## src/rtl/seg_pkg.sv

```systemverilog
// seg_pkg
// Shared definitions for the seven-segment scan controller slice.
//   DIGIT_W     : width of one digit code (BCD nibble)
//   BLANK_CODE  : code the external decoder renders as an unlit digit
//   scanState_t : scan FSM state, BLANK (all enables off) or SHOW
// Optional feature macro used by seg_scan_ctrl: SEG_SCAN_LEADING_ZERO_BLANK_EN
package seg_pkg;

  localparam int DIGIT_W = 4;
  localparam logic [DIGIT_W-1:0] BLANK_CODE = 4'hF;

  typedef enum logic {
    BLANK = 1'b0,
    SHOW  = 1'b1
  } scanState_t;

endpackage

```

## src/rtl/seg_scan_timer.sv

```systemverilog
// seg_scan_timer
// Slot prescaler for the display scan. Counts 0..TICK_DIV-1 and reports
// where the count sits within the slot.
// Parameters:
//   TICK_DIV     : clock cycles per digit slot
//   BLANK_CYCLES : cycles of blanking at the start of each slot (0 legal)
// Ports:
//   i_clk          in  clock, rising edge
//   i_reset        in  synchronous active-high reset
//   o_slotEnd      out high on the last cycle of a slot (count == TICK_DIV-1)
//   o_blankEnd     out high on the last blanking cycle (count == BLANK_CYCLES-1)
//   o_nextSlotEnd  out high when the following cycle will be a slot end
// Related feature macro (not used here): SEG_SCAN_LEADING_ZERO_BLANK_EN
module seg_scan_timer #(
  parameter int TICK_DIV     = 1000,
  parameter int BLANK_CYCLES = 2
) (
  input  logic i_clk,
  input  logic i_reset,
  output logic o_slotEnd,
  output logic o_blankEnd,
  output logic o_nextSlotEnd
);

  localparam int CNT_W = (TICK_DIV > 1) ? $clog2(TICK_DIV) : 1;

  logic [CNT_W-1:0] r_count;
  logic [CNT_W-1:0] w_nextCount;

  // Decode the strobes from the current count. The look-ahead strobe lets
  // the controller register frame_done so it lines up with the boundary
  // cycle instead of trailing it by one.
  always_comb begin
    o_slotEnd     = (r_count == CNT_W'(TICK_DIV - 1));
    o_blankEnd    = (BLANK_CYCLES != 0) && (r_count == CNT_W'(BLANK_CYCLES - 1));
    w_nextCount   = o_slotEnd ? '0 : r_count + CNT_W'(1);
    o_nextSlotEnd = (w_nextCount == CNT_W'(TICK_DIV - 1));
  end

  // Free-running prescaler, wrapping at the end of every slot so that
  // every slot is exactly TICK_DIV cycles long.
  always_ff @(posedge i_clk) begin
    if (i_reset) begin
      r_count <= '0;
    end else begin
      r_count <= w_nextCount;
    end
  end

endmodule

```

## src/rtl/seg_scan_ctrl.sv

```systemverilog
// seg_scan_ctrl
// Time-multiplexing scan controller for a common-cathode seven-segment
// display. Holds a double-buffered frame of digit codes, presents one code
// per slot to the shared external decoder and drives the matching one-hot
// digit enable, with a blanking gap at the start of each slot.
// Parameters:
//   DIGITS       : number of digits (2..8)
//   TICK_DIV     : cycles per digit slot (>= BLANK_CYCLES+1)
//   BLANK_CYCLES : blanking cycles at the start of each slot (0 legal)
// Ports:
//   clk         in  clock, rising edge
//   reset       in  synchronous active-high reset
//   load        in  frame load request
//   load_data   in  new frame, nibble k is digit k (digit 0 least significant)
//   load_ready  out pending buffer empty; load accepted when load && load_ready
//   digit_code  out code of the digit being scanned
//   digit_en    out one-hot digit enable, zero while blanking
//   frame_done  out one-cycle pulse on the last cycle of the last digit slot
// Feature macro: SEG_SCAN_LEADING_ZERO_BLANK_EN keeps leading-zero digits
// (above digit 0) dark during their SHOW phase.
module seg_scan_ctrl
  import seg_pkg::*;
#(
  parameter int DIGITS       = 4,
  parameter int TICK_DIV     = 1000,
  parameter int BLANK_CYCLES = 2
) (
  input  logic                    clk,
  input  logic                    reset,
  input  logic                    load,
  input  logic [DIGIT_W*DIGITS-1:0] load_data,
  output logic                    load_ready,
  output logic [DIGIT_W-1:0]      digit_code,
  output logic [DIGITS-1:0]       digit_en,
  output logic                    frame_done
);

  localparam int IDX_W = $clog2(DIGITS);
  localparam logic [IDX_W-1:0] LAST_IDX = IDX_W'(DIGITS - 1);

  scanState_t r_state;
  scanState_t w_nextState;

  logic [IDX_W-1:0]          r_index;
  logic [IDX_W-1:0]          w_nextIndex;
  logic [DIGIT_W*DIGITS-1:0] r_active;
  logic [DIGIT_W*DIGITS-1:0] r_pending;
  logic                      r_pendingValid;
  logic [DIGIT_W*DIGITS-1:0] w_nextActive;
  logic                      w_nextPendingValid;
  logic                      w_transfer;
  logic                      w_accept;
  logic                      w_lastSlot;

  logic                      r_loadReady;
  logic [DIGIT_W-1:0]        r_code;
  logic [DIGITS-1:0]         r_en;
  logic                      r_frameDone;
  logic [DIGIT_W-1:0]        w_nextCode;
  logic [DIGITS-1:0]         w_nextEn;
  logic                      w_nextFrameDone;

  logic                      w_slotEnd;
  logic                      w_blankEnd;
  logic                      w_nextSlotEnd;

  seg_scan_timer #(
    .TICK_DIV    (TICK_DIV),
    .BLANK_CYCLES(BLANK_CYCLES)
  ) u_timer (
    .i_clk        (clk),
    .i_reset      (reset),
    .o_slotEnd    (w_slotEnd),
    .o_blankEnd   (w_blankEnd),
    .o_nextSlotEnd(w_nextSlotEnd)
  );

  // Next-state logic for the scan FSM, the digit index and the frame
  // buffers. Every output is registered, so the output values for the next
  // cycle are computed here from the next index/state/frame; that way
  // digit_en, digit_code and frame_done change on the same edge as the
  // state they describe. The frame transfer only happens on the boundary
  // edge and uses the pending flag as it was before that edge, so a load
  // accepted on the boundary cycle waits for the following boundary.
  always_comb begin
    w_nextState        = r_state;
    w_nextIndex        = r_index;
    w_lastSlot         = (r_index == LAST_IDX);
    w_transfer         = w_slotEnd && w_lastSlot && r_pendingValid;
    w_accept           = load && !r_pendingValid;
    w_nextActive       = r_active;
    w_nextPendingValid = r_pendingValid;
    w_nextEn           = '0;
    w_nextCode         = '0;
    w_nextFrameDone    = 1'b0;

    if (w_slotEnd) begin
      w_nextIndex = w_lastSlot ? '0 : r_index + IDX_W'(1);
    end

    case (r_state)
      BLANK: begin
        if (w_slotEnd) begin
          w_nextState = (BLANK_CYCLES == 0) ? SHOW : BLANK;
        end else if ((BLANK_CYCLES == 0) || w_blankEnd) begin
          w_nextState = SHOW;
        end
      end
      SHOW: begin
        if (w_slotEnd) begin
          w_nextState = (BLANK_CYCLES == 0) ? SHOW : BLANK;
        end
      end
    endcase

    if (w_transfer) begin
      w_nextActive       = r_pending;
      w_nextPendingValid = 1'b0;
    end else if (w_accept) begin
      w_nextPendingValid = 1'b1;
    end

    if (w_nextState == SHOW) begin
      w_nextEn = DIGITS'(1) << w_nextIndex;
    end
`ifdef SEG_SCAN_LEADING_ZERO_BLANK_EN
    if ((w_nextIndex != '0) && ((w_nextActive >> (w_nextIndex * DIGIT_W)) == '0)) begin
      w_nextEn = '0;
    end
`endif

    w_nextCode      = w_nextActive[w_nextIndex*DIGIT_W +: DIGIT_W];
    w_nextFrameDone = (w_nextIndex == LAST_IDX) && w_nextSlotEnd;
  end

  // Scan FSM state and digit index registers.
  always_ff @(posedge clk) begin
    if (reset) begin
      r_state <= BLANK;
      r_index <= '0;
    end else begin
      r_state <= w_nextState;
      r_index <= w_nextIndex;
    end
  end

  // Double-buffered frame storage. Pending data is only written while the
  // pending buffer is empty, so an unconsumed frame is never overwritten;
  // reset discards both the shown and the pending frame.
  always_ff @(posedge clk) begin
    if (reset) begin
      r_active       <= '0;
      r_pending      <= '0;
      r_pendingValid <= 1'b0;
    end else begin
      r_active       <= w_nextActive;
      r_pendingValid <= w_nextPendingValid;
      if (w_accept) begin
        r_pending <= load_data;
      end
    end
  end

  // Output registers, loaded with the look-ahead values so that the pins
  // always reflect the current index, state and active frame.
  always_ff @(posedge clk) begin
    if (reset) begin
      r_loadReady <= 1'b1;
      r_code      <= '0;
      r_en        <= '0;
      r_frameDone <= 1'b0;
    end else begin
      r_loadReady <= !w_nextPendingValid;
      r_code      <= w_nextCode;
      r_en        <= w_nextEn;
      r_frameDone <= w_nextFrameDone;
    end
  end

  assign load_ready = r_loadReady;
  assign digit_code = r_code;
  assign digit_en   = r_en;
  assign frame_done = r_frameDone;

endmodule
```

## config.mk

```make
export PLATFORM = sky130hd
export DESIGN_NAME = seg_scan_ctrl
export DESIGN_NICKNAME = d
export VERILOG_FILES = /design/src/rtl/seg_pkg.sv /design/src/rtl/seg_scan_timer.sv /design/src/rtl/seg_scan_ctrl.sv
export SDC_FILE = /design/constraint.sdc
export NUM_CORES = 1
export LEC_CHECK = 0
export ABC_AREA = 1
export CAP_MARGIN = 20
export CORE_MARGIN = 2
export CORE_UTILIZATION = 50
export CTS_CLUSTER_SIZE = 12
export DETAILED_ROUTE_END_ITERATION = 10
export PLACE_DENSITY_LB_ADDON = 0.08
export RECOVER_POWER = 100
export SKIP_CTS_REPAIR_TIMING = 1
export SLEW_MARGIN = 10
export SYNTH_ARGS = -nofsm -noshare
export SYNTH_HDL_FRONTEND = slang
export SYNTH_HIERARCHICAL = 1
export SYNTH_SLANG_ARGS = --single-unit
```

## constraint.sdc

```tcl
create_clock -name clk -period 2.4 [get_ports clk]
set_clock_uncertainty 0.15 [all_clocks]
set_input_delay 0.6 -clock clk [delete_from_list [all_inputs] [get_ports clk]]
set_output_delay 0.6 -clock clk [all_outputs]
set_load 0.02 [all_outputs]
```

=== Word-level counts from Yosys, hierarchy flattened ===
Cells that the tools add are included.

* Flip-flop bits (word level): 56
* Input bits: 19
* Output and inout port bits: 10
* Logic and storage cells: 38

* Add/subtract/negate cells: 2
* Equality and inequality tests: 5
* Shift-type cells: 2
* Muxes and demuxes: 10
* Bitwise gates (word level): 2
* Reduce and logical (&&, ||, !) cells: 7

{| class="wikitable"
|+ Operators by type and width
! operator !! count
|-
| equality test 10 bit, second input constant || 2
|-
| 2-to-1 mux 16 bit || 1
|-
| variable part select 16 x 5 -> 4 bit || 1
|-
| adder 10 x 1 -> 10 bit, second input constant || 1
|-
| equality test 10 x 1 -> 1 bit, second input constant || 1
|-
| 2-to-1 mux 10 bit || 1
|-
| 2-to-1 mux 1 bit || 5
|-
| equality test 2 bit, second input constant || 2
|-
| logical AND 1 bit || 4
|-
| 2-to-1 mux 2 bit || 2
|-
| << shifter 1 x 2 -> 4 bit, first input constant || 1
|-
| adder 2 x 1 -> 2 bit, second input constant || 1
|-
| zero test 1 bit || 2
|-
| inverter 1 bit || 2
|-
| case mux 1 bit (2 select lines) || 1
|-
| OR reduction 2 bit || 1
|}

=== Depth between registers and ports, before layout ===
* Depth after elaboration: 6
* Gate-level depth with buffers: 12
* Gate-level depth less buffers: 11

=== Hierarchy ===
Netlist, hierarchy kept.

{| class="wikitable"
|+ By module, submodules not included
! module !! instances !! cells each !! area each (um2) !! sequential area each (um2)
|-
| seg_scan_ctrl || 1 || 213 || 1770.4 || 920.9
|-
| seg_scan_timer || 1 || 92 || 604.3 || 200.2
|}

=== Worst setup path before layout ===
No wires, ideal clock.

* Kind: flip-flop to flip-flop
* Start point: register u_timer.r_count[0]
* End point: register r_code[0], in the netlist digit_code[0]
* Setup time: 0.132 ns
* Arrival: 1.668 ns
* Data required time: 2.118 ns
* Path slack: 0.450 ns
* Stages on the path, launching flop included: 13
* Path buffers: 2
* Clock period less this slack: 1.950 ns
* Cell sequence: dfxtp_1 ha_1 nand2_2 nor2_4 nand3_4 inv_1 buf_6 nand3_4 buf_12 nand2_1 nand3_1 nand3_1 a21oi_1

* Cells in the longest elaborated chain, start to end: 5
* Elaborated cells on any way between the ends: 6
* Classes of those cells: eq/ne: 1; shift: 1; mux: 2; reduce/logical: 2

{| class="wikitable"
|+ Ends and longest elaborated chain
! item !! RTL line !! RTL
|-
| from (decl) || seg_scan_timer.sv:27 || <nowiki>logic [CNT_W-1:0] r_count;</nowiki>
|-
| from (signal assigned) || seg_scan_timer.sv:46 || <nowiki>r_count <= w_nextCount;</nowiki>
|-
| equality test 10 bit * || seg_scan_timer.sv:34 || <nowiki>o_slotEnd = (r_count == CNT_W'(TICK_DIV - 1));</nowiki>
|-
| named net w_slotEnd || seg_scan_ctrl.sv:63 || <nowiki>logic w_slotEnd;</nowiki>
|-
| logical AND 1 bit (2 in series) || seg_scan_ctrl.sv:89 || <nowiki>w_transfer = w_slotEnd && w_lastSlot && r_pendingValid;</nowiki>
|-
| 2-to-1 mux 16 bit || seg_scan_ctrl.sv:116 || <nowiki>if (w_transfer) begin</nowiki>
|-
| variable part select 16 x 5 -> 4 bit * || seg_scan_ctrl.sv:132 || <nowiki>w_nextCode = w_nextActive[w_nextIndex*DIGIT_W +: DIGIT_W];</nowiki>
|-
| to (signal assigned) || seg_scan_ctrl.sv:174 || <nowiki>r_code <= w_nextCode;</nowiki>
|-
| to (decl) || seg_scan_ctrl.sv:56 || <nowiki>logic [DIGIT_W-1:0] r_code;</nowiki>
|}

Mark *: on every way through the listed nets, which the timed path passes. The rest lies on a longest branch.
A chain may end at the register's enable or synchronous reset.

=== Worst setup path in the final report ===
* Start point: register u_timer.r_count[1]
* End point: register r_code[1], in the netlist digit_code[1]

The elaborated chain is that of the path after synthesis.

==> results by group <==
Cells and area
  – Non-Filler Instances: 390
  – Area grow syn2layout: 16.4%
  – Post-layout nets: 359
  – Layout cells sized above 1: 9.82%
  – Final Util: 59.3%
  – Sequential Area: 1120 µm²
  – Area occupied by multi-input gates: 1070 µm²
  – Fillers: 453
  – Antenna cells: 0

Timing
  – Hold Vio Cnt, Final: 0
  – Slew HR: 69.4%
  – Setup ws final: 0.215 ns
  – RSZ-0062 raised after global routing: no
  – Slew at the pin closest to its max-slew limit: 0.458 ns
  – TNS Setup: 0 ns
  – Fmax: 458 MHz
  – Final period utilization: 91.0%
  – Tmin final: 2.18 ns
  – Final Max Tran Viols: 0
  – Final Setup Violations: 0

Worst setup path
  – Critical path fanouts, max: 18
  – Reg2reg end: digit_code[1]
  – CP max-delay cell: dfxtp_1
  – Worst-path cell chain: ha_1 > nand2_2 > nor2_4 > nand3_4 > inv_2 > buf_12 > inv_2 > nand2_1 > nand2_2 > nand3_1 > nand3_1 > a21oi_1
  – Worst R2R Setup Slack: 0.22 ns
  – Slowest stage delay, CP: 0.42 ns
  – CP delay by family, top: simple AND/OR/NAND/NOR gates
  – Critical Path Start Type: flip-flop
  – Crit Path Class: reg2reg
  – R2R depth: 12
  – Reg2Reg Launch Point: u_timer/r_count[1]
  – Worst setup EP type: flip-flop
  – Worst EP required: 2.49 ns
  – CP Buf/Inv Count: 3
  – CP arrival: 2.27 ns

CTS
  – Clk sinks: 56
  – Root Driver: clkbuf_8
  – Clk_lat worst skew: 0.30 ns
  – H-Tree Depth: 2
  – TritonCTS clock tree: built
  – Longest Clk Path Bufs: 2
  – Reg clk slew, reported paths: 0.09 ns
  – Num CTS Buffers: 5

Floorplanning
  – FP Rows: 25
  – Die Width: 72.9 µm
  – I/O pins: 29
  – Die height: 72.9 µm
  – CORE AREA: 4660 µm²
  – Die area: 5320 µm²
  – Initial Util: 51.0%

Placed design
  – Placer's final routability congestion estimate: 0.896
  – Placed Cells: 383
  – Port Buf Inserts: 28
  – HPWL after DPL: 3670 µm
  – Post-placement setup slack: 0.148 ns

Synth
  – Seq/Total Area, Yosys: 47.2%
  – Async SR Flop Fraction: 0%
  – Synth Area in Simple Gates: 34.4%
  – Largest family of logic cells by synthesized area: simple AND/OR/NAND/NOR gates
  – Syn Inst Count: 305
  – Number of synthesized register bits: 56
  – Unique masters post-synth: 29
  – Yosys warns: 6
  – Post-synthesis average cell area: 7.79 µm²
  – Synth Area in Compound Gates: 8.32%
  – Mux contribution to synthesized area: 0%
  – Cell Area, Synth: 2370 µm²
  – EDFF count, synth: 0
  – Synth Area in Adders: 2.11%
  – Synth Area in XOR/XNOR: 0.738%
  – Top FF cell, synth: dfxtp_1
  – Net Count, Synth: 328

Hold path
  – Min-delay src: r_active[2]
  – Worst hold stages: 2
  – Worst hold-check path type: reg2reg
  – Worst Hold End: r_active[2]

Run status
  – Status: finished clean

Drt
  – Post-route DRC: 0
  – Detailed Route WL: 5050 µm
  – Final ANT Viol Nets: 0
  – Drt wl/cell: 13.0 µm
  – DR vias: 2001
  – First-iteration detailed-routing DRC count: 113
  – Via-to-Cell Ratio: 5.13
  – 1st-pass router iterations: 4

Global routing
  – Grt total ovfl: 0
  – GRT Overall Usage: 20.9%
  – Largest net degree at the start of global routing: 19
  – Number of global-route vias before repair: 1784
  – First-pass GRT wire length: 8620 µm
  – Initial antenna violation count: 0

Power
  – Tot Pwr: 0.00160 W
  – Leakage power: 1.11 nW
  – PD cells: 577 nW/µm²
  – Peak supply drop: 0.313 mV

Flow run
  – Max Cap Violations: 0
==> sequential cells by signal, summed over array words and instances (netlist names) <==
signal / count
r_index: 2
digit_en: 4
r_pendingValid: 1
load_ready: 1
r_pending: 16
digit_code: 4
frame_done: 1
u_timer/r_count: 10
r_active: 16
r_state: 1
==> per-layer routing <==
metal  vias up  routed length (µm)  track usage (%)
li1       1064                   -                -
met1       885                2540             31.4
met2        46                2240             30.2
met3         6                 210             4.14
met4         0                  59             6.17
met5         -                   0                0
==> cell usage in the layout, fill, tap and decap left out <==
master	netlist	final
nor2_1	60	60
dfxtp_1	56	56
nand2_1	43	47
nand3_1	32	32
a21oi_1	21	21
clkdlybuf4s50_1	0	17
o21ai_0	15	16
inv_1	17	15
nand4_1	14	14
dlygate4sd3_1	0	11
nand2_2	10	6
buf_4	2	6
inv_2	3	5
clkbuf_8	0	5
ha_1	4	4
nor2_2	3	3
nor2_4	2	2
nand3_4	2	2
clkbuf_1	4	2
nor3_1	2	2
clkinv_1	1	1
nor3_4	1	1
o211ai_1	1	1
and3_1	1	1
clkinv_2	0	1
buf_12	1	1
nand3_2	1	1
xor2_1	1	1
xnor2_1	1	1
o21ai_1	2	1
==> final cells by class <==
| class | count | area share [%] |
|---|---|---|
| Sequential cell | 56 | 40.5 |
| Clock inverter | 1 | 0.181 |
| Tap cell | 54 | 2.44 |
| Timing Repair Buffer | 36 | 12.6 |
| Clock buffer | 6 | 2.62 |
| Multi-Input combinational cell | 216 | 38.7 |
| Inverter | 21 | 2.85 |
==> cell usage after synthesis (4+ instances only) <==
library cell	number	area, µm²
nor2_1	60	225
dfxtp_1	56	1120
nand2_1	43	161
nand3_1	32	160
a21oi_1	21	105
inv_1	17	63.8
o21ai_0	15	75.1
nand4_1	14	87.6
nand2_2	10	62.6
clkbuf_1	4	15.0
ha_1	4	50.1
==> power breakdown <==
part / leakage, nW / total (W) / internal (W) / switching, W
sequential: 0.456 / 0.000981 / 0.000960 / 0.0000207
combinational: 0.614 / 0.000125 / 0.0000591 / 0.0000655
clock: 0.0410 / 0.000490 / 0.000200 / 0.000290
==> cells by family after synthesis <==
family	after synthesis
compound gates	39
xor+xnor	2
fa+ha+maj	4
buf+inv	33
flops	56
simple gates	171
==> worst max-delay path by stage <==
stage                                  start             to  slack (ns)  cells after the start
after floorplan           u_timer/r_count[0]  digit_code[0]        0.45                     12
final                     u_timer/r_count[1]  digit_code[1]        0.22                     12
after global routing      u_timer/r_count[1]  digit_code[2]        0.02                     12
after detailed placement  u_timer/r_count[1]  digit_code[2]        0.15                     12
after CTS                 u_timer/r_count[1]  digit_code[2]        0.12                     12
after global placement    u_timer/r_count[1]  digit_code[2]        0.21                     12
==> metrics by stage <==
step | cell area [µm²] | hold WS, ns
finish | 2770 | 0.327
global route | 2770 | 0.345
CTS | 2780 | 0.325
detailed placement | 2700 | 0.311
global placement | 2700 | 0.307
floorplan | 2370 | 0.291
==> tightest hold or removal path: stages (launching register included) <==
cell	delay, ns
dfxtp_1	0.31
nand2_1	0.07
a21oi_1	0.06
Note: power is estimated with default switching activity, not from simulation.
